$ cat src/rtl/fp8_vector_mul_pipe.sv
// Purpose: scales four FP8 vector elements by one shared FP8 operand, giving IEEE binary16 products.
// Latency: 2 clk (stage 1 decode + significand product, stage 2 normalize/round/pack).
// Backpressure: none; one vector per cycle, in_valid shifts straight through to out_valid.
//
// Ports: clk, rst (async, active low) | e5m2mode selects E5M2 (1) or E4M3 (0) for all operands |
//        in_valid, q, a..d operand inputs | out_valid, qa..qd binary16 results (q*a .. q*d).
module fp8_vector_mul_pipe (
    input  logic        clk,
    input  logic        rst,
    input  logic        e5m2mode,
    input  logic        in_valid,
    input  logic [7:0]  q,
    input  logic [7:0]  a,
    input  logic [7:0]  b,
    input  logic [7:0]  c,
    input  logic [7:0]  d,
    output logic [15:0] qa,
    output logic [15:0] qb,
    output logic [15:0] qc,
    output logic [15:0] qd,
    output logic        out_valid
);

    // One decoded FP8 operand. Both formats are mapped onto a 4-bit integer
    // significand and an effective exponent (subnormals use exponent 1 with
    // the hidden bit cleared), so the product path is format independent.
    typedef struct packed {
        logic       sign;
        logic [3:0] mant;
        logic [4:0] eeff;
        logic       zero;
        logic       inf;
        logic       nan;
    } dec_t;

    typedef enum logic [1:0] {
        CLS_FIN  = 2'd0,
        CLS_ZERO = 2'd1,
        CLS_INF  = 2'd2,
        CLS_NAN  = 2'd3
    } cls_e;

    // Stage-1 record: the finite product is exactly prod * 2^lsb_exp,
    // lsb_exp being a two's complement exponent of the product's LSB.
    typedef struct packed {
        logic       sign;
        cls_e       cls;
        logic [7:0] prod;
        logic [7:0] lsb_exp;
    } s1_t;

    function automatic dec_t decode(input logic [7:0] x, input logic m5);
        dec_t r;
        r      = '0;
        r.sign = x[7];
        if (m5) begin
            r.eeff = (x[6:2] == 5'd0) ? 5'd1 : x[6:2];
            r.mant = {1'b0, x[6:2] != 5'd0, x[1:0]};
            r.inf  = (x[6:2] == 5'd31) && (x[1:0] == 2'd0);
            r.nan  = (x[6:2] == 5'd31) && (x[1:0] != 2'd0);
            r.zero = (x[6:0] == 7'd0);
        end else begin
            r.eeff = {1'b0, (x[6:3] == 4'd0) ? 4'd1 : x[6:3]};
            r.mant = {x[6:3] != 4'd0, x[2:0]};
            r.inf  = 1'b0;
            r.nan  = (x[6:0] == 7'h7F);
            r.zero = (x[6:0] == 7'd0);
        end
        return r;
    endfunction

    function automatic s1_t stage1(input logic [7:0] x, input logic [7:0] y, input logic m5);
        dec_t dx;
        dec_t dy;
        s1_t  r;
        dx        = decode(x, m5);
        dy        = decode(y, m5);
        r         = '0;
        r.sign    = dx.sign ^ dy.sign;
        r.prod    = {4'd0, dx.mant} * {4'd0, dy.mant};
        // Remove both biases and both fraction widths: E4M3 2*7+2*3, E5M2 2*15+2*2.
        r.lsb_exp = {3'd0, dx.eeff} + {3'd0, dy.eeff} - (m5 ? 8'd34 : 8'd20);
        if (dx.nan || dy.nan || (dx.inf && dy.zero) || (dy.inf && dx.zero))
            r.cls = CLS_NAN;
        else if (dx.inf || dy.inf)
            r.cls = CLS_INF;
        else if (dx.zero || dy.zero)
            r.cls = CLS_ZERO;
        else
            r.cls = CLS_FIN;
        return r;
    endfunction

    function automatic logic [15:0] stage2(input s1_t r);
        logic [15:0]       res;
        logic [2:0]        lead;
        logic signed [8:0] e_top;
        logic signed [8:0] shamt;
        logic [3:0]        rs;
        logic [7:0]        qv;
        logic [7:0]        rem;
        logic [7:0]        half;
        logic [10:0]       mag;
        logic              up;
        res   = 16'h0000;
        lead  = 3'd0;
        rs    = 4'd0;
        qv    = 8'd0;
        rem   = 8'd0;
        half  = 8'd0;
        mag   = 11'd0;
        up    = 1'b0;
        for (int i = 0; i < 8; i++)
            if (r.prod[i]) lead = 3'(i);
        e_top = $signed({r.lsb_exp[7], r.lsb_exp}) + $signed({6'd0, lead});
        shamt = $signed({r.lsb_exp[7], r.lsb_exp}) + 9'sd24;
        case (r.cls)
            CLS_NAN:  res = 16'h7E00;
            CLS_INF:  res = {r.sign, 15'h7C00};
            CLS_ZERO: res = {r.sign, 15'h0000};
            default: begin
                if (e_top >= -9'sd14) begin
                    // Normal result: at most 8 significant bits, so always exact.
                    if (e_top > 9'sd15)
                        res = {r.sign, 15'h7C00};
                    else
                        res = {r.sign, 5'(e_top + 9'sd15),
                               10'({2'd0, r.prod} << (4'd10 - {1'b0, lead}))};
                end else begin
                    // Subnormal result, expressed in units of 2^-24. Only E5M2
                    // can land below 2^-24 and needs rounding; a round-up to
                    // 1024 carries naturally into the smallest normal encoding.
                    if (shamt >= 9'sd0) begin
                        mag = 11'({3'd0, r.prod} << 4'(shamt));
                    end else begin
                        rs   = 4'(-shamt);
                        qv   = r.prod >> rs;
                        rem  = r.prod & ((8'd1 << rs) - 8'd1);
                        half = 8'd1 << (rs - 4'd1);
                        up   = (rem > half) || ((rem == half) && qv[0]);
                        mag  = {3'd0, qv} + {10'd0, up};
                    end
                    res = {r.sign, 4'd0, mag};
                end
            end
        endcase
        return res;
    endfunction

    logic [7:0]  elem [4];
    s1_t         s1_d [4];
    s1_t         s1_q [4];
    logic [15:0] res_q [4];
    logic        vld_s1;

    assign elem[0] = a;
    assign elem[1] = b;
    assign elem[2] = c;
    assign elem[3] = d;

    always_comb begin
        for (int i = 0; i < 4; i++)
            s1_d[i] = stage1(q, elem[i], e5m2mode);
    end

    always_ff @(posedge clk or negedge rst) begin
        if (!rst) begin
            vld_s1    <= 1'b0;
            out_valid <= 1'b0;
            for (int i = 0; i < 4; i++) begin
                s1_q[i]  <= '0;
                res_q[i] <= 16'h0000;
            end
        end else begin
            vld_s1    <= in_valid;
            out_valid <= vld_s1;
            for (int i = 0; i < 4; i++) begin
                s1_q[i]  <= s1_d[i];
                res_q[i] <= stage2(s1_q[i]);
            end
        end
    end

    assign qa = res_q[0];
    assign qb = res_q[1];
    assign qc = res_q[2];
    assign qd = res_q[3];

endmodule

$ cat config.mk
export PLATFORM = sky130hd
export DESIGN_NAME = fp8_vector_mul_pipe
export DESIGN_NICKNAME = d
export VERILOG_FILES = /design/src/rtl/fp8_vector_mul_pipe.sv
export SDC_FILE = /design/constraint.sdc
export NUM_CORES = 1
export LEC_CHECK = 0
export BUFFER_PORTS_ARGS = -buffer_cell sky130_fd_sc_hd__buf_2
export CAP_MARGIN = 25
export CORE_MARGIN = 2
export CORE_UTILIZATION = 33
export CTS_BUF_LIST = sky130_fd_sc_hd__clkbuf_4
export DETAILED_ROUTE_END_ITERATION = 6
export SYNTH_ARGS = -nofsm -noshare
export SYNTH_HDL_FRONTEND = slang
export SYNTH_SLANG_ARGS = --single-unit
$ cat constraint.sdc
create_clock -name clk -period 15.8 [get_ports clk]
set_input_delay 1.58 -clock clk [delete_from_list [all_inputs] [get_ports clk]]
set_output_delay 1.58 -clock clk [all_outputs]
set_load 0.01 [all_outputs]
* Yosys cells after proc, flatten, opt, wreduce, memory -nomap -nowiden
Cells that the tools add are included.
** Operators by class
- Add/sub/neg operators :: 40
- Multipliers :: 4
- Order comparisons :: 16
- Equal/unequal tests :: 26
- Shifts and indexed selects :: 20
- Muxes and demuxes :: 72
- Bitwise gates (word level) :: 8
- Reduce and logical (&&, ||, !) cells :: 81
** Operators by type and width (count)
- $pmux W16 S3 :: 4
- $mux W15 :: 8
- $mux W3 :: 24
- $shl A1 B4 Y8 const A :: 8
- $mux W12 :: 5
- $mux W11 :: 4
- $shl A8 B4 Y11 :: 4
- $shl A8 B4 Y10 :: 4
- $add A8 B1 Y9 :: 4
- $eq A7 B7 Y1 const B :: 5
- $logic_not A7 Y1 :: 5
- $and A8 B8 Y8 :: 4
- $eq A8 B8 Y1 :: 4
- $gt A8 B8 Y1 :: 4
- $mul A4 B4 Y8 :: 4
- $shr A8 B4 Y8 :: 4
- $sub A8 B1 Y8 const B :: 4
- $add A8 B4 Y9 :: 3
- $add A8 B6 Y9 const B :: 3
- $ge A9 B1 Y1 const B :: 3
- $ge A9 B5 Y1 const B :: 3
- $gt A9 B5 Y1 const B :: 3
- $eq A5 B5 Y1 const B :: 5
- $logic_not A5 Y1 :: 5
- 27 further kinds :: 143
** Storage, ports and cells
- Flip-flop bits (word level) :: 141
- Input bits :: 44
- Logic and storage cells :: 289

* Longest topological paths before layout
- Word-level depth :: 12
- Gate-level depth with buffers :: 26
- Depth with buffers taken out :: 23

* Worst setup path after synthesis
No wires, ideal clock.
- Kind :: reg2reg
- From :: register s1_q[57] in the netlist's numbering
- To :: register res_q, in the netlist qa[8]
- Library setup time :: 101 ps
- Arrival :: 4865 ps
- Data required time :: 15699 ps
- Setup slack :: 10834 ps
- Cell stages (with the launch flop) :: 26
- Period minus slack after synthesis :: 4966 ps
- Cells stage by stage :: dfrtp_1 buf_2 inv_1 clkbuf_1 ha_1 ha_1 clkbuf_1 nand2_1 mux2i_1 nand2_1 ha_1 o21ai_0 xor2_1 and2_1 ha_1 nand4_1 a31oi_1 a211oi_1 nor2_1 ha_1 ha_1 nand3_1 nor2_1 nand4_1 o32a_1 o32ai_1
** On the way
- Word-level cells in the longest chain between the ends :: 12
- Elaborated cells on any way between the ends :: 22
** RTL lines
- start, declared :: line 152 : s1_t s1_q [4];
- start signal, assigned by index :: line 178 : s1_q[i] <= s1_d[i];
- parallel branches: the longest is 10 deep, another holds $add A8 B6 Y9
- $mux W15 * :: line 122 : if (e_top >= -9'sd14) begin
- $pmux W16 S3 * :: line 117 : case (r.cls)
- end signal, assigned by index :: line 179 : res_q[i] <= stage2(s1_q[i]);
- end, declared :: line 153 : logic [15:0] res_q [4];
Every way passes the cells marked *.

* Final worst setup path
- From :: register s1_q[19] in the netlist's numbering
- To :: register res_q, in the netlist qc[6]
Same word-level chain as after synthesis.

==> flow_metrics.py <==
metrics = {
    "run_status": {
        "outcome": "finished, final reports clean",
    },
    "clock_tree": {
        "cts_hold_buf": 0,
        "cts_buffers": 17,
        "cts-root-buf": "clkbuf_4",
        "cts_tree": "done",
        "max-clock-path-buffers": 2,
        "clkLatencyLatePin_ns": 0.75,
        "clk_pin_slew_worst_paths_ns": 0.15,
        "ctsResizeCount": 0,
        "cts_setup_buffers": 0,
        "cts.sinks": 141,
        "cts_max_level": 4,
    },
    "layout": {
        "final_common_cell": "nand2_1",
        "layout_common_cells": "230 x nand2_1, 192 x ha_1, 141 x dfrtp_1",
        "nFillCells": 5223,
        "fin_cells": 2809,
        "area_growth_pct": 7.45,
        "nNetsFinal": 2378,
        "drive_above_1_share_pct": 10.6,
    },
    "logic_synthesis": {
        "synth_cell_types": 99,
        "syn_nets": 2355,
        "avgSynthCellArea_um2": 8.04,
        "synth_area_um2": 16800,
        "async_reset_ff_share_pct": 100,
        "ys_warn_count": 0,
        "ys_ff_latch": 141,
        "ys_seq_area_share_pct": 20.9,
        "synth_cells": 2095,
        "synthFlopType": "dfrtp_1",
        "synth_edf_count": 0,
    },
    "detailed_routing": {
        "vias": 15500,
        "drc": 0,
        "drt-pass1-iter-count": 5,
        "wl_per_cell_um": 17.1,
        "finalWirelength_um": 48100,
        "drtIter0Drc": 1381,
        "ant_nets": 0,
        "via_per_inst": 5.53,
    },
    "power": {
        "p_total_mw": 3.44,
        "p_leak_nw": 8.40,
        "power_density_nw_per_um2": 190,
        "vdd_ir_drop_max_mv": 0.0920,
    },
    "placement": {
        "gp_congestion": 0.936,
        "hpwl_um": 36600,
        "portBuffers": 108,
        "dp_slack_ns": 9.84,
        "dp_cells": 2769,
    },
    "critical_path": {
        "path_buf_inv": 1,
        "startpoint": "s1_q[19]$_DFF_PN0_",
        "critPathArrivalTime_ns": 6.72,
        "startpoint_type": "register",
        "slowest_stage": "dfrtp_1",
        "worstSetupPathType": "reg2reg",
        "path_cells": "inv_1, ha_1, ha_1, nor2_2, nand2_1, ha_1, o21ai_0, or3_1, a41oi_1, nor2_1, ha_1, nand4_1, o21ai_0, o31a_1, ha_1, ha_1, nand3_1, nor3_1, a31oi_1, or3b_1, and3b_1, o32a_1",
        "critPathTopFamily": "adder cells",
        "path_max_fanout": 29,
        "crit_path_frequent_cell": "ha_1",
        "critPathCaptureType": "register",
        "worstReg2RegStart": "s1_q[19]$_DFF_PN0_",
        "required_ns": 16.42,
        "slowest_delay_ns": 0.97,
    },
    "grt": {
        "grt.total_usage_pct": 18.1,
        "grt_pass1_vias": 14800,
        "overflow": 0,
        "grt_max_degree": 82,
        "grt_pass1_wl_um": 77800,
        "antenna_found_initial": 17,
    },
    "die": {
        "die_area_um2": 52900,
        "die_y_um": 230,
        "core_um2": 50300,
        "top_level_ports": 109,
        "rows": 82,
        "die_w_um": 230,
        "start_util_pct": 33.5,
    },
    "sta": {
        "max_freq_mhz": 164,
        "rsz0062_at_grt": "no",
        "slew-limit-headroom_pct": 24.7,
        "report.final.slew_viol_count": 0,
        "period_share_pct": 38.6,
        "fin_crit_ns": 6.09,
        "setup_tns_ns": 0,
        "hold-worst-slack_ns": 0.374,
        "finalSetupViolations": 0,
        "tightest_slew_ns": 1.12,
        "setup_slack_ns": 9.71,
        "fin_skew_ns": 0.0252,
        "hold_viol_final": 0,
    },
    "flow_run": {
        "drv_cap": 0,
    },
    "worst_hold_path": {
        "hp-class": "reg2reg",
        "hold_start": "vld_s1$_DFF_PN0_",
    },
}
[final cells by class]
class / count / area (um2) / area share, %
tap: 672 / 841 / 4.65
clock inverter: 14 / 110 / 0.608
timing repair buffer: 121 / 642 / 3.55
sequential: 141 / 3530 / 19.5
multi-input combinational: 1704 / 12300 / 68.1
clock buffer: 18 / 135 / 0.747
inverter: 133 / 499 / 2.76
antenna: 6 / 15.0 / 0.0829
[registers in the layout (all words and copies together) (netlist names)]
register / flops
qb: 16
qd: 16
qc: 16
out_valid: 1
s1_q: 75
vld_s1: 1
qa: 16
[metal layers]
| metal | global-route usage (%) | part of all wire, % | routed length, um |
|---|---|---|---|
| met3 | 4.85 | 8.2 | 3930 |
| met2 | 28.0 | 44 | 21300 |
| met5 | 0 | 0.10 | 50 |
| met1 | 24.3 | 45 | 21700 |
| met4 | 6.51 | 2.3 | 1120 |
[cells in the mapped netlist, types with 25 or more instances]
| cell type | instances | share of area (%) |
|---|---|---|
| a21o_1 | 49 | 2.2 |
| a21oi_1 | 121 | 3.6 |
| and2_1 | 48 | 1.8 |
| and3_1 | 35 | 1.3 |
| clkbuf_1 | 80 | 1.8 |
| dfrtp_1 | 141 | 21 |
| ha_1 | 192 | 14 |
| inv_1 | 127 | 2.8 |
| mux2i_1 | 86 | 5.1 |
| nand2_1 | 230 | 5.1 |
| nand2b_1 | 34 | 1.3 |
| nand3_1 | 57 | 1.7 |
| nor2_1 | 139 | 3.1 |
| nor2b_1 | 40 | 1.5 |
| nor3_1 | 58 | 1.7 |
| o21a_1 | 25 | 1.1 |
| o21ai_0 | 97 | 2.9 |
| xnor2_1 | 62 | 3.2 |
| xor2_1 | 38 | 2.0 |
[power breakdown]
| part | total, mW | switching [mW] | internal, mW | leakage, nW |
|---|---|---|---|---|
| Sequential | 0.684 | 0.212 | 0.471 | 1.74 |
| Combinational | 2.53 | 1.49 | 1.04 | 6.54 |
| Clock | 0.222 | 0.157 | 0.0654 | 0.116 |
[per-stage QoR]
step / area, um2 / utilization, %
after floorplan: 16800 / -
after global placement: 17800 / 35.4
after detailed placement: 17800 / 35.5
after CTS: 18100 / 35.9
after global routing: 18100 / 36.0
final: 18100 / 36.0
[path summary, 6_finish.rpt]
kind	depth (start not counted)	to	slack, ns
max in group asynchronous	2	s1_q[33]$_DFF_PN0_	13.64
setup reg to reg	22	qc[6]$_DFF_PN0_	9.71
min in group asynchronous	1	qa[15]$_DFF_PN0_	0.87
hold / removal	0	out_valid$_DFF_PN0_	0.37
hold reg to reg	0	out_valid$_DFF_PN0_	0.37
setup / recovery	22	qc[6]$_DFF_PN0_	9.71
[cells by family after synthesis]
logic type | synth area share (%)
buffers and inverters | 5.86
flip-flops | 20.9
AO/OA/AOI/OAI | 20.9
XOR/XNOR | 5.39
multiplexers | 7.58
adder cells (fa/ha/maj) | 17.2
AND/OR/NAND/NOR | 22.1
(Power assumes the default switching activity.)
